**src/rtl/result_display_seq.sv**
```systemverilog
// Result display sequencer: captures four result words and shows one at a time
// as hex on a time-multiplexed 4-digit 7-segment display, with manual/auto paging.
//
//  state | meaning
//  ------+---------------------------------------------
//  EMPTY | nothing captured yet, every digit shows dash
//  SHOW  | captured word selected by page is displayed
module result_display_seq #(
    parameter int RES_W     = 16,
    parameter int DIG_DIV   = 2500,
    parameter int AUTO_PAGE = 0
) (
    input  logic             clk,
    input  logic             rst,
    input  logic             res_valid,
    input  logic [RES_W-1:0] res0,
    input  logic [RES_W-1:0] res1,
    input  logic [RES_W-1:0] res2,
    input  logic [RES_W-1:0] res3,
    input  logic             next,
    output logic             res_ready,
    output logic [6:0]       seg,
    output logic [3:0]       an,
    output logic [1:0]       page,
    output logic             all_shown
);

    localparam int DIV_W = $clog2(DIG_DIV);
    localparam logic [DIV_W-1:0] DIV_LAST = DIV_W'(DIG_DIV - 1);
    localparam int TMR_W = (AUTO_PAGE > 1) ? $clog2(AUTO_PAGE) : 1;
    localparam logic [TMR_W-1:0] TMR_LAST = TMR_W'((AUTO_PAGE > 0) ? AUTO_PAGE - 1 : 0);

    typedef enum logic {EMPTY, SHOW} state_t;

    state_t           state, state_n;
    logic [RES_W-1:0] words   [4];
    logic [RES_W-1:0] words_n [4];
    logic [1:0]       page_n;
    logic [DIV_W-1:0] div_cnt, div_n;
    logic [1:0]       dig, dig_n;
    logic [TMR_W-1:0] tmr, tmr_n;
    logic             next_q;
    logic             adv, auto_tc, wrap_n;
    logic [15:0]      wide_n;
    logic [3:0]       nib_n;
    logic             blank_n;
    logic [6:0]       seg_n;
    logic [3:0]       an_n;

    function automatic logic [6:0] hex7(input logic [3:0] v);
        case (v)
            4'h0: hex7 = 7'h3F;
            4'h1: hex7 = 7'h06;
            4'h2: hex7 = 7'h5B;
            4'h3: hex7 = 7'h4F;
            4'h4: hex7 = 7'h66;
            4'h5: hex7 = 7'h6D;
            4'h6: hex7 = 7'h7D;
            4'h7: hex7 = 7'h07;
            4'h8: hex7 = 7'h7F;
            4'h9: hex7 = 7'h6F;
            4'hA: hex7 = 7'h77;
            4'hB: hex7 = 7'h7C;
            4'hC: hex7 = 7'h39;
            4'hD: hex7 = 7'h5E;
            4'hE: hex7 = 7'h79;
            default: hex7 = 7'h71;
        endcase
    endfunction

    assign res_ready = 1'b1;

    always_comb begin
        state_n = state;
        words_n = words;
        page_n  = page;
        tmr_n   = tmr;
        wrap_n  = 1'b0;
        adv     = next & ~next_q;
        auto_tc = (AUTO_PAGE > 0) && (tmr == TMR_LAST);

        // Capture wins over any advance in the same cycle.
        if (res_valid) begin
            state_n    = SHOW;
            words_n[0] = res0;
            words_n[1] = res1;
            words_n[2] = res2;
            words_n[3] = res3;
            page_n     = 2'd0;
            tmr_n      = '0;
        end else if (state == SHOW) begin
            if (adv || auto_tc) begin
                page_n = page + 2'd1;
                wrap_n = (page == 2'd3);
                tmr_n  = '0;
            end else if (AUTO_PAGE > 0) begin
                tmr_n = tmr + 1'b1;
            end
        end else begin
            tmr_n = '0;
        end

        if (div_cnt == DIV_LAST) begin
            div_n = '0;
            dig_n = dig + 2'd1;
        end else begin
            div_n = div_cnt + 1'b1;
            dig_n = dig;
        end

        // Display is decoded from next-state values so seg and an switch together.
        wide_n  = 16'(words_n[page_n]);
        nib_n   = wide_n[{dig_n, 2'b00} +: 4];
        blank_n = (int'({dig_n, 2'b00}) >= RES_W);
        an_n    = ~(4'b0001 << dig_n);
        if (state_n == EMPTY)
            seg_n = 7'b1000000;
        else if (blank_n)
            seg_n = 7'b0000000;
        else
            seg_n = hex7(nib_n);
    end

    always_ff @(posedge clk) begin
        if (!rst) begin
            state     <= EMPTY;
            for (int i = 0; i < 4; i++) words[i] <= '0;
            page      <= 2'd0;
            div_cnt   <= '0;
            dig       <= 2'd0;
            next_q    <= 1'b0;
            tmr       <= '0;
            seg       <= 7'b1000000;
            an        <= 4'b1110;
            all_shown <= 1'b0;
        end else begin
            state     <= state_n;
            words     <= words_n;
            page      <= page_n;
            div_cnt   <= div_n;
            dig       <= dig_n;
            next_q    <= next;
            tmr       <= tmr_n;
            seg       <= seg_n;
            an        <= an_n;
            all_shown <= wrap_n;
        end
    end

endmodule

```
**config.mk**
```make
export PLATFORM = sky130hd
export DESIGN_NAME = result_display_seq
export DESIGN_NICKNAME = d
export VERILOG_FILES = /design/src/rtl/result_display_seq.sv
export SDC_FILE = /design/constraint.sdc
export NUM_CORES = 1
export LEC_CHECK = 0
export CORE_ASPECT_RATIO = 0.5
export CORE_MARGIN = 2
export CORE_UTILIZATION = 50
export DETAILED_ROUTE_END_ITERATION = 10
export GPL_TIMING_DRIVEN = 1
export HOLD_SLACK_MARGIN = 0.06
export PLACE_DENSITY_LB_ADDON = 0.3
export SETUP_SLACK_MARGIN = 0.02
export SLEW_MARGIN = 15
export SYNTH_ARGS = -nofsm -noshare
export SYNTH_HDL_FRONTEND = slang
export SYNTH_SLANG_ARGS = --single-unit
```
**constraint.sdc**
```tcl
create_clock -name clk -period 4.9 [get_ports clk]
set_input_delay 1.225 -clock clk [delete_from_list [all_inputs] [get_ports clk]]
set_output_delay 1.225 -clock clk [all_outputs]
set_load 0.005 [all_outputs]
```
# Word-level counts from Yosys, hierarchy flattened
# Memories as Yosys holds them, arrays and structs flattened. A register that Yosys moved wholly into a read port is not among the register bits.
# Cells that the tools add are included.
[totals]
ff_bits = 87
mem_bits_ro = 112
input_bits = 68
output_inout_bits = 15
word_cells = 40
mem_count = 1
[classes]
addsub = 3
order_cmp = 1
eq_ne = 2
shifts = 2
mux = 9
bitwise = 7
n_reduce_logical = 4
[memory_table]
columns = ["memory", "depth", "width", "rd", "rd_clocked_by_memory_dff", "wr", "line_no", "rtl"]
rows = [
  ["(name not given)", 16, 7, 1, 1, 0, "51", "case (v)"],
]
[ops]
columns = ["operator", "count"]
rows = [
  ["$mux 64", 1],
  ["$bmux 16 s2", 1],
  ["$mux 16", 2],
  ["$shiftx 16x5->4", 1],
  ["$add 12x1->12 const B", 1],
  ["$eq 12x12->1 const B", 1],
  ["$mux 2", 4],
  ["$add 2x1->2 const B", 2],
  ["$not 1->1", 4],
  ["$not 4->4", 1],
  ["$reduce_or 4->1", 1],
  ["$shl 1x2->4 const A", 1],
  ["$ge 3x3->1 const B", 1],
  ["$not 2->3", 1],
  ["$eq 2x2->1 const B", 1],
  ["$reduce_and 2->1", 1],
  ["$reduce_or 2->1", 1],
  ["$and 1x1->1", 1],
  ["$logic_not 1->1", 1],
  ["$mux 1", 1],
]

# Logic depth before layout (Yosys ltp)
# Gate-level depths: netlist of run 1.
[depth]
ltp_word = 10
ltp_mapped = 15

# Least setup slack after synthesis of run 1
# Ideal clock, no wire load.
[synth_timing]
path_kind = "in2reg"
start = "input next"
end = "register seg[0]"
arrival_ps = 3858
required_ps = 4838
path_slack_ps = 980
stages = 11
path_buffers = 1
cell_sequence = "nand3b_1 > buf_2 > mux2i_2 > mux2_2 > a221o_1 > nand2_1 > o22ai_1 > o21a_1 > ha_1 > or4_1 > nand3_1"
[synth_between]
elab_chain_len = 9
[synth_rtl]
columns = ["element", "line_no", "rtl"]
rows = [
  ["start: declaration", "20", "input logic next,"],
  ["$and 1x1->1", "79", "adv = next & ~next_q;"],
  ["$mux 2", "92", "if (adv || auto_tc) begin"],
  ["$mux 2", "91", "end else if (state == SHOW) begin"],
  ["$mux 2", "83", "if (res_valid) begin"],
  ["$not 2->3 (implied by the code)", "112", "wide_n = 16'(words_n[page_n]);"],
  ["$bmux 16 s2", "112", ""],
  ["$mux 16 (implied by the code) (2 in series)", "112", ""],
  ["$shiftx 16x5->4", "113", "nib_n = wide_n[{dig_n, 2'b00} +: 4];"],
  ["end: declaration", "22", "output logic [6:0] seg,"],
]
# Every way passes these cells. The select of a mux whose other input is x is not followed.
# A chain may end at the register's enable or synchronous reset.

# Worst setup path in the final report of run 1
# Same ends and word-level chain as after synthesis.

==> results.yml, run 1 <==
pwr:
  peakVddDrop_mv: 0.202
  powerDensity_mw_per_mm2: 293
  p_leak_nw: 2.50
sta:
  clock_skew_ns: 0.00510
  worstMarginPinSlew_ns: 0.725
  finalSetupTns_ns: 0
  finalSetupViolCount: 0
  max_slew_margin_pct: 51.7
  post-route-period-util_pct: 89.6
  grt_setup_unrepaired: "false"
  hold_slack_ns: 0.464
  max_freq_ghz: 0.228
  hold_viol: 0
  fin_crit_ns: 4.39
  drv_slew: 0
clocking:
  clk_pin_slew_worst_paths_ns: 0.06
  tritoncts: "yes"
  clk_latency_ns: 0.35
  clock_path_buffers: 2
  cts_sinks: 94
  holdBufCountCts: 0
  root_buffer: "clkbuf_16"
  post_cts_buffers: 0
  postCtsResizedCells: 0
  htreeDepth: 3
  cts_buffers: 9
grt:
  grt_pass1_vias: 3593
  grt-ovfl-total: 0
  grt_max_degree: 51
  grt.total_usage_pct: 23.0
  grt_first_pass_wirelength_um: 18700
  antenna_found_initial: 0
floorplan:
  die_area_mm2: 0.0107
  die_w_um: 145
  ios: 83
  initial_utilization_pct: 51.8
  core_mm2: 0.00954
  placementRows: 25
  die_h_um: 74.3
critical_path:
  criticalPathCategory: "input pin to register"
  critPathRequiredTime_ns: 5.19
  endpoint_kind: "register"
  crit_chain: "clkdlybuf4s50_1, and3b_1, xnor2_1, buf_4, and2_1, a221oi_1, o32ai_1, a311oi_1, o21a_1, inv_1, ha_1, nor2_1, o21ai_0, a21o_1, nand3_1"
  cp.arrival_ns: 4.68
  r2r_start: "page[0]"
  start_kind: "input pin"
  crit_family: "compound AO/OA/AOI/OAI gates"
  startpoint: "next"
  critical_path.max_fanout: 6
  crit_buf_inv: 3
  max_stage_delay_ns: 0.51
  cpMaxStageDelayCell: "clkdlybuf4s50_1"
yosys:
  synth_top_flop_cell: "dfxtp_1"
  async_flop_share_pct: 0
  synth-warning-count: 0
  ys_ff_latch: 94
  synth_cells: 524
  synthesis.area_mm2: 0.00494
  muxShareOfSynthArea_pct: 19.3
  synth-edff-count: 0
  syn_nets: 601
  yosys.area_share.simple_pct: 20.8
  synthAdderAreaFrac_pct: 2.28
  synth_top_family_by_area: "simple AND/OR/NAND/NOR gates"
  synthDistinctLibCells: 72
  avgSynthCellArea_um2: 9.43
  synth_compound_area_share_pct: 13.6
  synth_xor_area_share_pct: 1.95
  seq_area_frac_synth_pct: 38.1
placement:
  gp_congestion: 0.880
  io_buffers: 81
  hpwl_um: 8820
route:
  drtPass1Iterations: 5
  wire_per_inst_um: 16.3
  num_vias: 4055
  routed_wl_um: 12000
  remaining_drc_errors: 0
  avgViaCountPerCell: 5.53
  drt-initial-drc-count: 390
  ant_nets: 0
job:
  drv_cap: 0
layout:
  final_common_cell: "dfxtp_1"
  final_nets: 671
  n_antenna_cell: 0
  final_cell_mix: "dfxtp_1 (94), mux2i_1 (81), clkdlybuf4s50_1 (79)"
  area_delta_synth_final_pct: 24.2
  drive_gt1_share_pct: 8.70
  fillers: 785
run_status:
  status: "complete, no violations"
min_path:
  hold_path_class: "register to register"
  hold_start: "div_cnt[0]"
-- logic make-up after synthesis --
family                     count (synthesis)
AOI/OAI and AO/OA                         85
xor gates and xnor gates                  11
adders and majority gates                  9
buffers and inverters                     44
DFF                                       94
muxes                                     90
other                                      1
and+or+nand+nor                          190
-- sequential cells by signal, summed over array words and instances, names as in the netlist --
signal and flops:
next_q 1, all_shown 1, seg 7, div_cnt 12
state 1, dig 2, words 64, an 4
page 2
-- final timing paths --
kind / endpoint / slack (ns) / depth (start not counted)
hold / removal: div_cnt[0] / 0.46 / 1
setup / recovery: seg[0] / 0.51 / 15
hold reg to reg: div_cnt[0] / 0.46 / 1
setup reg to reg: seg[0] / 1.32 / 12
-- stage by stage --
stage	std cells	utilization, %	power, mW	setup slack [ns]	instance area (µm²)
2_1_floorplan	524	-	1.01	0.980	4940
3_3_place_gp	718	61.3	1.11	0.317	5850
3_5_place_dp	718	61.3	1.12	0.251	5850
4_1_cts	733	64.3	1.80	0.586	6140
5_1_grt	733	64.3	1.87	0.242	6140
6_report	733	64.3	1.80	0.510	6140
-- per-layer routing --
metal / GRT usage [%] / part of all wire, % / up-vias / routed length [µm]
li1: - / - / 1991 / -
met1: 34.7 / 51 / 1918 / 6050
met4: 5.72 / 0.89 / 0 / 107
met2: 32.4 / 41 / 133 / 4890
met5: 0 / 0 / - / 0
met3: 6.37 / 7.5 / 13 / 902
-- layout make-up --
| cell class | count | area (µm²) | share of cell area [%] |
|---|---|---|---|
| multi-input combinational | 386 | 2870 | 46.7 |
| sequential | 94 | 1880 | 30.7 |
| clock buffer | 10 | 229 | 3.73 |
| inverter | 10 | 37.5 | 0.612 |
| timing repair buffer | 93 | 893 | 14.6 |
| clock inverter | 5 | 61.3 | 0.999 |
| tap | 135 | 169 | 2.75 |
-- synthesized netlist by cell type, types with 3 or more instances --
cell type  count  area share, %
o31ai_1        3           0.46
o21ai_0       13            1.3
a221oi_1       4           0.71
buf_4          4           0.61
a31oi_1        4           0.51
nor2_1        29            2.2
nand2b_1       4           0.51
xor2_1         7            1.2
inv_1         10           0.76
a211oi_1       3           0.46
mux2_2         4           0.91
buf_1          3           0.23
nand3_1       22            2.2
nor3_1         9           0.91
a21boi_0       4           0.61
buf_2          6           0.61
clkbuf_1      20            1.5
nand2_1       32            2.4
a21oi_1       11            1.1
and3_1         5           0.63
xnor2_1        4           0.71
o21a_1         7            1.1
a2111oi_0      3           0.53
and2_1         6           0.76
dfxtp_1       94             38
nor2b_1       65            8.2
ha_1           9            2.3
o21ai_1        3           0.30
mux2i_1       81             16
-- report_power, final --
| part | internal, mW | total, mW | switching, mW |
|---|---|---|---|
| clock network | 0.395 | 0.693 | 0.298 |
| logic | 0.149 | 0.275 | 0.126 |
| registers | 0.805 | 0.832 | 0.0264 |
| total | 1.35 | 1.80 | 0.451 |
No activity file was read; power rests on OpenSTA's default activity.
==> run 2: changes to the inputs <==
==> constraint.sdc (replaced) <==
create_clock -name clk -period 4.9 [get_ports clk]
set_input_delay 0.98 -clock clk [delete_from_list [all_inputs] [get_ports clk]]
set_output_delay 0.98 -clock clk [all_outputs]
set_load 0.005 [all_outputs]
==> run 2 against run 1 <==
  * Total power increased by 1.5%
  * Utilization barely moved
  * Sequential share of layout area barely moved
  * Maximum frequency up 2.8%
  * Sequential power about the same
  * First-iteration DRC count shrank 6.9%
  * Cell area is essentially flat
  * Global-route usage shrank 0.25 points
  * Worst setup slack improved by 0.12 ns
  * Die area stayed put
==> results.yml, run 2 (synthesis gave the netlist of run 1 again) <==
grt:
  grt-ovfl-total: 0
  antenna_found_initial: 0
  grt_max_degree: 75
  grt_first_pass_wirelength_um: 18700
  grt.total_usage_pct: 22.8
  grt_pass1_vias: 3620
pwr:
  p_leak_nw: 2.49
  pwr-share-clk_pct: 39.6
  sw_frac_of_total_pct: 25.3
  total_power_mw: 1.83
  switchingPower_mw: 0.461
  p_comb_share_pct: 15.0
  peakVddDrop_mv: 0.146
  powerDensity_mw_per_mm2: 297
  power.internal_mw: 1.36
  seqPwrFrac_pct: 45.5
critical_path:
  critPathRequiredTime_ns: 5.18
  cp.arrival_ns: 4.55
  start_kind: "input pin"
  r2r_end: "seg[0]"
  endpoint_kind: "register"
  regToRegSetupSlack_ns: 1.22
  r2r_start: "page[1]"
  crit_chain: "clkdlybuf4s50_1, and3b_1, mux2i_4, mux4_2, a221oi_1, or3_1, inv_1, ha_1, or4_1, nand3_1"
  critical_path.max_fanout: 13
  max_stage_delay_ns: 0.61
  r2r_cells: 14
  cpMaxStageDelayCell: "mux2i_4"
  criticalPathCategory: "input pin to register"
sta:
  max_freq_ghz: 0.234
  finalSetupTns_ns: 0
  post-route-period-util_pct: 87.2
  fin_crit_ns: 4.27
  finalSetupViolCount: 0
  worstMarginPinSlew_ns: 0.719
  drv_slew: 0
  hold_viol: 0
  max_slew_margin_pct: 51.7
  grt_setup_unrepaired: "false"
  worst_slack_ns: 0.630
  clock_skew_ns: 0.00810
min_path:
  whs_path_depth: 2
  hold-path-endpoint: "words[57]"
  hold_start: "words[57]"
  hold_path_class: "register to register"
route:
  avgViaCountPerCell: 5.48
  num_vias: 4015
  wire_per_inst_um: 16.2
  drt-initial-drc-count: 363
  ant_nets: 0
  remaining_drc_errors: 0
  drtPass1Iterations: 5
  routed_wl_um: 11800
clocking:
  postCtsResizedCells: 0
  holdBufCountCts: 0
  tritoncts: "yes"
  cts_sinks: 94
  cts_buffers: 9
  root_buffer: "clkbuf_16"
  htreeDepth: 3
  clock_path_buffers: 2
  post_cts_buffers: 0
  clk_latency_ns: 0.35
  clk_pin_slew_worst_paths_ns: 0.06
layout:
  final_common_cell: "dfxtp_1"
  finalInstanceArea_mm2: 0.00614
  reg.largest.list: "words x64, div_cnt x12, seg x7"
  regMostFlops: "words"
  largest_reg_flops: 64
  final_cell_count_no_fill: 732
  final_nets: 669
  fillers: 804
  n_antenna_cell: 0
  area_delta_synth_final_pct: 24.2
  drive_gt1_share_pct: 8.71
  final_cell_mix: "dfxtp_1 (94), mux2i_1 (81), clkdlybuf4s50_1 (79)"
placement:
  post-place-cells: 716
  io_buffers: 81
  dp_slack_ns: 0.293
  hpwl_um: 8390
  gp_congestion: 0.858
  placed_area_mm2: 0.00583
floorplan:
  initial_utilization_pct: 51.8
  die_w_um: 145
  die_h_um: 74.3
  die_area_mm2: 0.0107
  ios: 83
  placementRows: 25
  core_mm2: 0.00954
run_status:
  status: "complete, no violations"
job:
  drv_cap: 0
[run 2: changes by cell type in the layout (fill, tap and decap cells not counted)]
cell / previous run / this run
clkinvlp_4: 0 / 1
clkinv_4: 3 / 2
inv_6: 0 / 1
buf_4: 13 / 11
clkbuf_1: 1 / 0
clkbuf_8: 0 / 1
[run 2: how the worst max path moves through the flow]
stage | start | endpoint | slack, ns | cells past startpoint
floorplan | next | seg[0] | 1.22 | 11
global placement | next | seg[6] | 0.37 | 14
detailed placement | next | seg[6] | 0.29 | 14
CTS | next | seg[6] | 0.64 | 14
global route | next | seg[6] | 0.34 | 14
finish | next | seg[0] | 0.63 | 10
[run 2: power groups by stage]
stage,Sequential [mW],Clock (mW),Combinational [mW]
after floorplan,0.839,0,0.166
after global placement,0.846,0,0.267
after detailed placement,0.847,0,0.270
after CTS,0.830,0.734,0.271
after global routing,0.834,0.765,0.297
final,0.830,0.723,0.273
[run 2: per-stage QoR]
| stage | hold slack (ns) | utilization (%) |
|---|---|---|
| 2_1_floorplan | 0.426 | - |
| 3_3_place_gp | 0.447 | 61.1 |
| 3_5_place_dp | 0.470 | 61.1 |
| 4_1_cts | 0.478 | 64.4 |
| 5_1_grt | 0.523 | 64.4 |
| 6_report | 0.478 | 64.4 |
[run 2: per-layer routing]
metal  GRT usage (%)  vias up  part of all wire (%)
met2            31.6      137                    41
met4            6.36        0                  0.93
li1                -     1996                     -
met1            34.3     1870                    51
met5               0        -                     0
met3            6.44       12                   7.3
[run 2: area by class of cell]
cell class | instances | area, µm² | share of cell area, %
Multi-Input combinational cell | 386 | 2870 | 46.7
Sequential cell | 94 | 1880 | 30.7
Timing Repair Buffer | 91 | 878 | 14.3
Clock buffer | 10 | 239 | 3.89
Tap cell | 135 | 169 | 2.75
Clock inverter | 6 | 68.8 | 1.12
Inverter | 10 | 37.5 | 0.611
[run 2: critical path, delay by kind of cell]
| kind | cells | cell delay, ns |
|---|---|---|
| AO/OA/AOI/OAI | 1 | 0.30 |
| adder cells (fa/ha/maj) | 1 | 0.22 |
| buffers and inverters | 2 | 0.63 |
| multiplexers | 2 | 1.19 |
| AND/OR/NAND/NOR | 4 | 1.23 |
